**config.mk**
```make
export PLATFORM = sky130hd
export DESIGN_NAME = param_password_lock
export DESIGN_NICKNAME = d
export VERILOG_FILES = /design/src/rtl/password_lock_pkg.sv /design/src/rtl/param_password_lock_lockout_timer.sv /design/src/rtl/param_password_lock.sv
export SDC_FILE = /design/constraint.sdc
export NUM_CORES = 1
export LEC_CHECK = 0
export BUFFER_PORTS_ARGS = -buffer_cell sky130_fd_sc_hd__buf_2
export CAP_MARGIN = 0
export CORE_MARGIN = 8
export CORE_UTILIZATION = 60
export DETAILED_ROUTE_END_ITERATION = 8
export GPL_ROUTABILITY_DRIVEN = 0
export PLACE_DENSITY = 0.84
export SYNTH_ARGS = -nofsm -noshare
export SYNTH_HDL_FRONTEND = slang
export SYNTH_SLANG_ARGS = --single-unit
```
**constraint.sdc**
```tcl
create_clock -name clk -period 4.64 [get_ports clk]
set_clock_uncertainty 0.2 [all_clocks]
set_input_delay 0.928 -clock clk [delete_from_list [all_inputs] [get_ports clk]]
set_output_delay 0.928 -clock clk [all_outputs]
set_load 0.1 [all_outputs]
```
**src/rtl/password_lock_pkg.sv**
```systemverilog
// ---------------------------------------------------------------------------
// password_lock_pkg
//
// Purpose: shared definitions for the parametrised password lock.
//   - lock_state_t : the seven controller states with a fixed 3-bit encoding.
//     The enumerators double as the state-name constants that benches and
//     debug tooling refer to.
//   - NUM_STATES   : number of states in lock_state_t.
//   - clog2_min1   : width helper that never returns zero, used for counters
//     whose range may collapse to a single value.
//
// No ports (package).
// ---------------------------------------------------------------------------
package password_lock_pkg;

    typedef enum logic [2:0] {
        ST_IDLE     = 3'd0,
        ST_ENTRY    = 3'd1,
        ST_CHECK    = 3'd2,
        ST_FAIL     = 3'd3,
        ST_UNLOCKED = 3'd4,
        ST_SETPASS  = 3'd5,
        ST_LOCKOUT  = 3'd6
    } lock_state_t;

    localparam int unsigned NUM_STATES = 7;

    // A counter that only ever holds 0 still needs one bit of storage.
    function automatic int unsigned clog2_min1(input int unsigned value);
        return (value > 1) ? $clog2(value) : 1;
    endfunction

endpackage

```
**src/rtl/param_password_lock_lockout_timer.sv**
```systemverilog
// ---------------------------------------------------------------------------
// lockout_timer
//
// Purpose: measures the lockout period for param_password_lock.
//
// Build option: macro LOCKOUT_TIMER_EN.
//   defined     : a counter runs from 0 to LOCKOUT_CYCLES-1 while `start` is
//                 high and `done` pulses in the final cycle, so the owner
//                 spends exactly LOCKOUT_CYCLES cycles in lockout.
//   not defined : no counter is built, `done` is tied low and lockout only
//                 ends on reset. LOCKOUT_CYCLES is unused.
//
// Ports:
//   clk    in  1 : rising-edge clock
//   reset  in  1 : synchronous, active-high; clears the counter
//   start  in  1 : level, high for every cycle the owner is in lockout
//   done   out 1 : high in the last lockout cycle
// ---------------------------------------------------------------------------
module lockout_timer
    import password_lock_pkg::*;
#(
    parameter int LOCKOUT_CYCLES = 1000
) (
    input  logic clk,
    input  logic reset,
    input  logic start,
    output logic done
);

`ifdef LOCKOUT_TIMER_EN

    localparam int unsigned CW = clog2_min1(LOCKOUT_CYCLES);
    localparam logic [CW-1:0] LAST_COUNT = CW'(LOCKOUT_CYCLES - 1);

    logic [CW-1:0] count_q;

    // The counter sits at zero outside lockout and wraps back to zero on the
    // final cycle, so a fresh lockout always starts from a clean count.
    always_ff @(posedge clk) begin
        if (reset) begin
            count_q <= '0;
        end else if (!start || (count_q == LAST_COUNT)) begin
            count_q <= '0;
        end else begin
            count_q <= count_q + 1'b1;
        end
    end

    assign done = start && (count_q == LAST_COUNT);

`else

    // Permanent lockout: the inputs are folded into a sink so the module
    // keeps the same port list in both builds.
    logic unused_timer_inputs;
    assign unused_timer_inputs = ^{clk, reset, start, (LOCKOUT_CYCLES > 0)};

    assign done = 1'b0;

`endif

endmodule

```
**src/rtl/param_password_lock.sv**
```systemverilog
// ---------------------------------------------------------------------------
// param_password_lock
//
// Purpose: keypad password lock with configurable code length, digit width
// and attempt limit. Holds the stored password, checks entered codes, counts
// failed attempts, enforces lockout and supports reprogramming and a gated
// password view while unlocked.
//
// Build option: LOCKOUT_TIMER_EN (see lockout_timer). Without it, LOCKOUT
// lasts until reset.
//
// Parameters:
//   DIGITS, DIGIT_W, MAX_ATTEMPTS, LOCKOUT_CYCLES, DEFAULT_PASS
//   (DEFAULT_PASS holds the first digit in the most significant slot)
//
// Ports:
//   clk           in  1        : rising-edge clock
//   reset         in  1        : synchronous, active-high
//   digit         in  DIGIT_W  : key value, taken when enter=1
//   enter         in  1        : one digit accepted per high cycle
//   set_pass      in  1        : request reprogramming (UNLOCKED only)
//   view_pass     in  1        : request password display (UNLOCKED only)
//   lock          in  1        : leave UNLOCKED / abort SETPASS
//   green_led     out 1        : UNLOCKED or SETPASS
//   red_led       out 1        : FAIL or LOCKOUT
//   alarm         out 1        : LOCKOUT
//   viewed_pass   out DIGITS*DIGIT_W : stored password when viewed, else 0
//   attempts_left out clog2(MAX_ATTEMPTS+1) : remaining tries
//   busy          out 1        : CHECK, FAIL or LOCKOUT (enter ignored)
// ---------------------------------------------------------------------------
module param_password_lock
    import password_lock_pkg::*;
#(
    parameter int DIGITS         = 4,
    parameter int DIGIT_W        = 4,
    parameter int MAX_ATTEMPTS   = 3,
    parameter int LOCKOUT_CYCLES = 1000,
    parameter logic [DIGITS*DIGIT_W-1:0] DEFAULT_PASS = 'h1234
) (
    input  logic                               clk,
    input  logic                               reset,
    input  logic [DIGIT_W-1:0]                 digit,
    input  logic                               enter,
    input  logic                               set_pass,
    input  logic                               view_pass,
    input  logic                               lock,
    output logic                               green_led,
    output logic                               red_led,
    output logic                               alarm,
    output logic [DIGITS*DIGIT_W-1:0]          viewed_pass,
    output logic [$clog2(MAX_ATTEMPTS+1)-1:0]  attempts_left,
    output logic                               busy
);

    localparam int CODE_W = DIGITS * DIGIT_W;
    localparam int CNT_W  = $clog2(DIGITS + 1);
    localparam int ATT_W  = $clog2(MAX_ATTEMPTS + 1);

    localparam logic [CNT_W-1:0] LAST_IDX = CNT_W'(DIGITS - 1);
    localparam logic [ATT_W-1:0] ATT_MAX  = ATT_W'(MAX_ATTEMPTS);
    localparam logic [ATT_W-1:0] ATT_ONE  = ATT_W'(1);

    lock_state_t        state_q;
    lock_state_t        state_d;
    logic [CODE_W-1:0]  entry_q;
    logic [CODE_W-1:0]  entry_shifted;
    logic [CNT_W-1:0]   count_q;
    logic [CODE_W-1:0]  pass_q;
    logic [ATT_W-1:0]   attempts_q;
    logic               last_digit;
    logic               code_match;
    logic               timer_start;
    logic               timer_done;

    // The entry register shifts left so the first key ends up in the most
    // significant slot, matching how DEFAULT_PASS is written. A one-digit
    // code has nothing to keep, so it simply takes the new digit.
    generate
        if (DIGITS == 1) begin : g_single_digit
            assign entry_shifted = digit;
        end else begin : g_multi_digit
            assign entry_shifted = {entry_q[CODE_W-DIGIT_W-1:0], digit};
        end
    endgenerate

    assign last_digit  = (count_q == LAST_IDX);
    assign code_match  = (entry_q == pass_q);
    assign timer_start = (state_q == ST_LOCKOUT);

    lockout_timer #(
        .LOCKOUT_CYCLES(LOCKOUT_CYCLES)
    ) u_lockout_timer (
        .clk   (clk),
        .reset (reset),
        .start (timer_start),
        .done  (timer_done)
    );

    // State register. Everything the controller remembers is reset together
    // so a reset mid-entry or mid-reprogramming leaves no partial code and
    // also discards any reprogrammed password.
    always_ff @(posedge clk) begin
        if (reset) begin
            state_q <= ST_IDLE;
        end else begin
            state_q <= state_d;
        end
    end

    // Datapath registers: entry shift register, digit counter, stored
    // password and the attempts counter. They are steered by the current
    // state so that enter is naturally ignored in every state not listed.
    always_ff @(posedge clk) begin
        if (reset) begin
            entry_q    <= '0;
            count_q    <= '0;
            pass_q     <= DEFAULT_PASS;
            attempts_q <= ATT_MAX;
        end else begin
            case (state_q)
                ST_IDLE, ST_ENTRY: begin
                    if (enter) begin
                        entry_q <= entry_shifted;
                        count_q <= count_q + 1'b1;
                    end
                end
                ST_CHECK: begin
                    entry_q <= '0;
                    count_q <= '0;
                    if (code_match) begin
                        attempts_q <= ATT_MAX;
                    end else begin
                        attempts_q <= attempts_q - 1'b1;
                    end
                end
                ST_SETPASS: begin
                    if (lock) begin
                        entry_q <= '0;
                        count_q <= '0;
                    end else if (enter) begin
                        if (last_digit) begin
                            pass_q  <= entry_shifted;
                            entry_q <= '0;
                            count_q <= '0;
                        end else begin
                            entry_q <= entry_shifted;
                            count_q <= count_q + 1'b1;
                        end
                    end
                end
                ST_LOCKOUT: begin
                    if (timer_done) begin
                        attempts_q <= ATT_MAX;
                    end
                end
                default: begin
                end
            endcase
        end
    end

    // Next-state logic. A mismatch that uses up the final attempt goes
    // straight to LOCKOUT rather than through FAIL. In UNLOCKED, lock is
    // tested first so it wins over a simultaneous set_pass.
    always_comb begin
        state_d = state_q;
        case (state_q)
            ST_IDLE: begin
                if (enter) begin
                    state_d = last_digit ? ST_CHECK : ST_ENTRY;
                end
            end
            ST_ENTRY: begin
                if (enter && last_digit) begin
                    state_d = ST_CHECK;
                end
            end
            ST_CHECK: begin
                if (code_match) begin
                    state_d = ST_UNLOCKED;
                end else if (attempts_q == ATT_ONE) begin
                    state_d = ST_LOCKOUT;
                end else begin
                    state_d = ST_FAIL;
                end
            end
            ST_FAIL: begin
                state_d = ST_IDLE;
            end
            ST_UNLOCKED: begin
                if (lock) begin
                    state_d = ST_IDLE;
                end else if (set_pass) begin
                    state_d = ST_SETPASS;
                end
            end
            ST_SETPASS: begin
                if (lock) begin
                    state_d = ST_IDLE;
                end else if (enter && last_digit) begin
                    state_d = ST_IDLE;
                end
            end
            ST_LOCKOUT: begin
                if (timer_done) begin
                    state_d = ST_IDLE;
                end
            end
            default: begin
                state_d = ST_IDLE;
            end
        endcase
    end

    // Output decodes straight from the state register; the password view is
    // the only output that also depends on an input.
    assign green_led     = (state_q == ST_UNLOCKED) || (state_q == ST_SETPASS);
    assign red_led       = (state_q == ST_FAIL) || (state_q == ST_LOCKOUT);
    assign alarm         = (state_q == ST_LOCKOUT);
    assign busy          = (state_q == ST_CHECK) || (state_q == ST_FAIL) ||
                           (state_q == ST_LOCKOUT);
    assign viewed_pass   = ((state_q == ST_UNLOCKED) && view_pass) ? pass_q : '0;
    assign attempts_left = attempts_q;

endmodule

```
======== After elaboration in Yosys (flattened, before gate mapping) ========
Index checks and enable logic that the tools add are counted.
cells by class
  bitwise operators ....................... 2
  reduce and logical (&&, ||, !) cells .... 12
  $add $sub $neg .......................... 2
  mux-type cells .......................... 22
  equal/unequal tests ..................... 15
operators by type and width
  kind                                               count
  2-to-1 mux 16 bit                                  5
  case mux 16 bit (3 select lines)                   1
  2-to-1 mux 3 bit                                   12
  case mux 3 bit (6 select lines)                    1
  == test 16 bit                                     1
  == test 3 x 2 -> 1 bit (second input constant)     3
  == test 3 bit (second input constant)              3
  inequality test 3 bit (second input constant)      3
  case mux 3 bit (3 select lines)                    1
  inequality test 2 bit (second input constant)      3
  AND reduction 5 bit                                1
  logical OR 1 bit                                   4
  2-to-1 mux 2 bit                                   2
  AND reduction 4 bit                                1
  adder 3 x 1 -> 3 bit (second input constant)       1
  == test 3 x 1 -> 1 bit (second input constant)     1
  zero test 3 bit                                    1
  AND reduction 3 bit                                1
  nonzero test 3 bit                                 1
  == test 2 x 1 -> 1 bit (second input constant)     1
  logical AND 1 bit                                  2
  inverter 1 bit                                     2
  OR reduction 2 bit                                 1
  subtractor 2 x 1 -> 2 bit (second input constant)  1
word-level totals
  output and inout port bits .............. 22
  logic and storage cells ................. 58
  bits of input ports ..................... 10
  flip-flop bits (word level) ............. 40

======== Longest topological paths before layout ========
  word-level depth ........................ 5
  gate-level depth with buffers ........... 7
  depth with buffers taken out ............ 6

======== By module ========
Synthesis repeated with hierarchy kept, for this count alone.
second synthesis, totals
  cell total of the unflattened synthesis .. 240
  area total of the unflattened synthesis .. 2,092.0 µm²
by module, submodules not included
  module               area each (µm²)  sequential area each (µm²)  cells each  instances
  param_password_lock  2,080.7          800.8                       238         1
  lockout_timer        11.3             0.0                         2           1

======== Worst setup path before layout ========
OpenSTA, ideal clock, no wires.
  path type ............................... flip-flop to output port
  start ................................... register state_q[2]
  end ..................................... output viewed_pass[10]
  stages on the path, launching flop included .. 7
  buffers on the path ..................... 2
  slack ................................... 1.091 ns
  arrival time ............................ 2.421 ns
  data required time ...................... 3.512 ns
  cell sequence ........................... dfxtp_1 > buf_6 > nand2b_4 > inv_1 > and3_1 > clkbuf_1 > and2_1
on the way
  longest elaborated chain between the ends .. 3
ends and longest elaborated chain
  what                    line                        source
  start, declared         param_password_lock.sv:63   lock_state_t state_q;
  start signal, assigned  param_password_lock.sv:106  state_q <= state_d;
  == test 3 bit           param_password_lock.sv:222  assign viewed_pass = ((state_q == ST_UNLOCKED) && view_pass) ? pass_q : '0;
  logical AND 1 bit       param_password_lock.sv:222
  2-to-1 mux 16 bit       param_password_lock.sv:222
  end, declared           param_password_lock.sv:50   output logic [DIGITS*DIGIT_W-1:0] viewed_pass,
Every way passes these cells.

======== Worst setup path after layout ========
  start ................................... register state_q[2]
  end ..................................... output viewed_pass[7]
Same word-level chain as after synthesis.

==> flow_summary.yaml <==
die:
  die_h_um: 73.7
  fp.dieArea_sq_um: 5440
  start_util: 0.614
  rows: 21
  core_sq_um: 3260
  die_x_um: 73.7
  io_pins: 32
timing:
  maxSlewHeadroom: 0.433
  worst_slew_pin_slew_ps: 842
  finalCritPeriodShare: 0.750
  final-max-slew-violation-count: 0
  fmax_ghz: 0.288
  final_hold_viol_count: 0
  setup-tns-final_ps: 0
  min_period_ps: 3480
  setup_violations: 0
  rsz0062_at_grt: "false"
  setup_ws_ps: 1160
yosys:
  ys_seq_area_frac: 0.400
  syn_area_sq_um: 2000
  synth_cell_types: 41
  ys_ff_latch: 40
  yosys_warnings: 0
  synth_fp_nets: 235
  synth_cells: 221
  yosys_most_used_dff: "dfxtp_1"
  synth_enable_flop_cells: 0
  syn_area_per_cell_sq_um: 9.05
  async_flop_share: 0
cells_and_area:
  fillerInstances: 278
  final_cell_mix: "dfxtp_1, nor2_1, buf_2"
  fin_nets: 260
  antenna_cells: 0
  multiInputGateArea_sq_um: 1090
  layout-drive-gt1-share: 0.175
  area_growth_pct: 10.2
  regArea_sq_um: 801
  layout.cells.most_common: "dfxtp_1"
  final_cells: 292
run_status:
  status: "complete, no violations"
setup_path:
  critical_path_buf_inv_count: 2
  worstPathMaxFanout: 17
  r2r_setup_slack_ps: 2390
  cp-end-kind: "output port"
  critPathCapture: "viewed_pass[7]"
  worst-path-stages: 5
  worstReg2RegStart: "count_q[0]"
  worst_path_largest_cell_delay_ps: 720
  crit_start: "state_q[2]"
  worstSetupPathType: "flop to output port"
  cpMaxStageDelayCell: "dfxtp_1"
  ff2ff_path_depth: 6
  r2r_end: "entry_q[9]"
  cp.required_ps: 3510
  critPathTopFamily: "simple AND/OR/NAND/NOR gates"
  worstPathCellList: "nand2b_4 > inv_1 > and3_1 > and2_1 > buf_2"
  cp-start-kind: "flop"
  crit_arrival_ps: 2350
worst_hold_path:
  hold_start: "count_q[2]"
  hp-class: "flop to flop"
  whs_path_depth: 2
power:
  power_frac_seq: 0.567
  max-vdd-ir-drop_v: 0.000188
  p_leak_uw: 0.000858
  clkPwrFrac: 0.290
  internal-power_uw: 470
  p_switching_uw: 182
  p_comb_frac: 0.143
  power_density_nw_per_um2: 295
  netSwitchingFraction: 0.279
cts:
  numCtsBuffers: 5
  ctsHtreeMaxLevel: 2
  cts_buffer_depth: 2
  post-cts-setup-buffers: 0
  cts_hold_buf: 0
  cts_tree: "done"
  cts_root_buf: "clkbuf_4"
  cts.clk_slew.worst_paths_ps: 110
  cts.sinks: 40
  clock_latency_ps: 340
  cts_resized: 0
detailed_routing:
  drc: 0
  wl_um: 3970
  vias: 1603
  ant_nets: 0
  drt-initial-drc-count: 177
  vias_per_cell: 5.49
  avgRoutedWirePerCell_um: 13.6
  drtPass1Iterations: 4
placement:
  dpl.hpwl_um: 2760
  placed_cells: 285
  port-buffer-count: 31
  place_ws_ps: 1390
job:
  maxCapViolations: 0
global_route:
  grt_pass1_vias: 1518
  grt_pass1_wl_um: 6980
  grt_max_degree: 36
  grt.total_usage: 0.161
  antenna_found_initial: 0
  overflow: 0
[synth_stat cells (3+ instances only)]
cell	instances	area (sq um)
dfxtp_1	40	801
nor2_1	35	131
a22oi_1	17	128
and2_1	17	106
mux2i_1	17	170
xnor2_1	17	149
nand2_1	9	33.8
clkbuf_1	6	22.5
inv_1	6	22.5
a21oi_1	5	25.0
buf_2	5	25.0
o21ai_0	5	25.0
ha_1	4	50.1
nand2b_1	4	25.0
nand4_1	4	25.0
buf_6	3	33.8
nor3_1	3	15.0
[power by group through the flow]
stage                     registers, uW  logic, uW  clock network (uW)
after CTS                           369       92.9                 194
after detailed placement            376       92.3                   0
after global placement              376       91.7                   0
final                               369       93.0                 189
after global routing                371        103                 209
after floorplan                     376       77.4                   0
[cells by family after synthesis]
group | Yosys count | share of synthesized area
buffers and inverters | 22 | 0.0557
DFF | 40 | 0.400
AOI/OAI and AO/OA | 40 | 0.150
and+or+nand+nor | 81 | 0.210
muxes | 17 | 0.0851
adders and majority gates | 4 | 0.0250
xor gates and xnor gates | 17 | 0.0744
[worst reg2reg max path, delay by kind of cell, from the launching register on]
kind | cells | cell delay (ps)
compound gates | 2 | 640
simple gates | 2 | 550
fa+ha+maj | 2 | 470
flops | 1 | 340
[through the flow]
stage	instance area [sq um]	total power [uW]	util	hold WS, ps
2_1_floorplan	2000	453	-	249
3_3_place_gp	2140	468	0.657	263
3_5_place_dp	2140	469	0.657	276
4_1_cts	2200	655	0.677	292
5_1_grt	2200	683	0.677	315
6_report	2200	651	0.677	288
[registers in the layout, indices dropped and copies added (netlist names)]
| register | count |
|---|---|
| entry_q | 16 |
| pass_q | 16 |
| state_q | 3 |
| count_q | 3 |
| attempts_left | 2 |
[cell type report]
type                       instances  share of cell area
multi-input combinational        159               0.494
sequential                        40               0.363
timing repair buffer              32              0.0738
clock buffer                       7              0.0295
tap                               46              0.0261
inverter                           8              0.0136
[worst min-delay path by stage]
stage,endpoint,slack [ps]
final,count_q[2],290
after global routing,count_q[2],310
after CTS,count_q[2],290
after detailed placement,count_q[2],280
after global placement,count_q[2],260
after floorplan,count_q[2],250
[routing by layer]
layer  track usage  up-vias  wire [um]
met1         0.214      748       1920
met3        0.0450        4        189
met4        0.0576        0         43
met2         0.240       35       1820
li1              -      816          -
met5             0        -          0
Power figures use the tool's default switching activity.
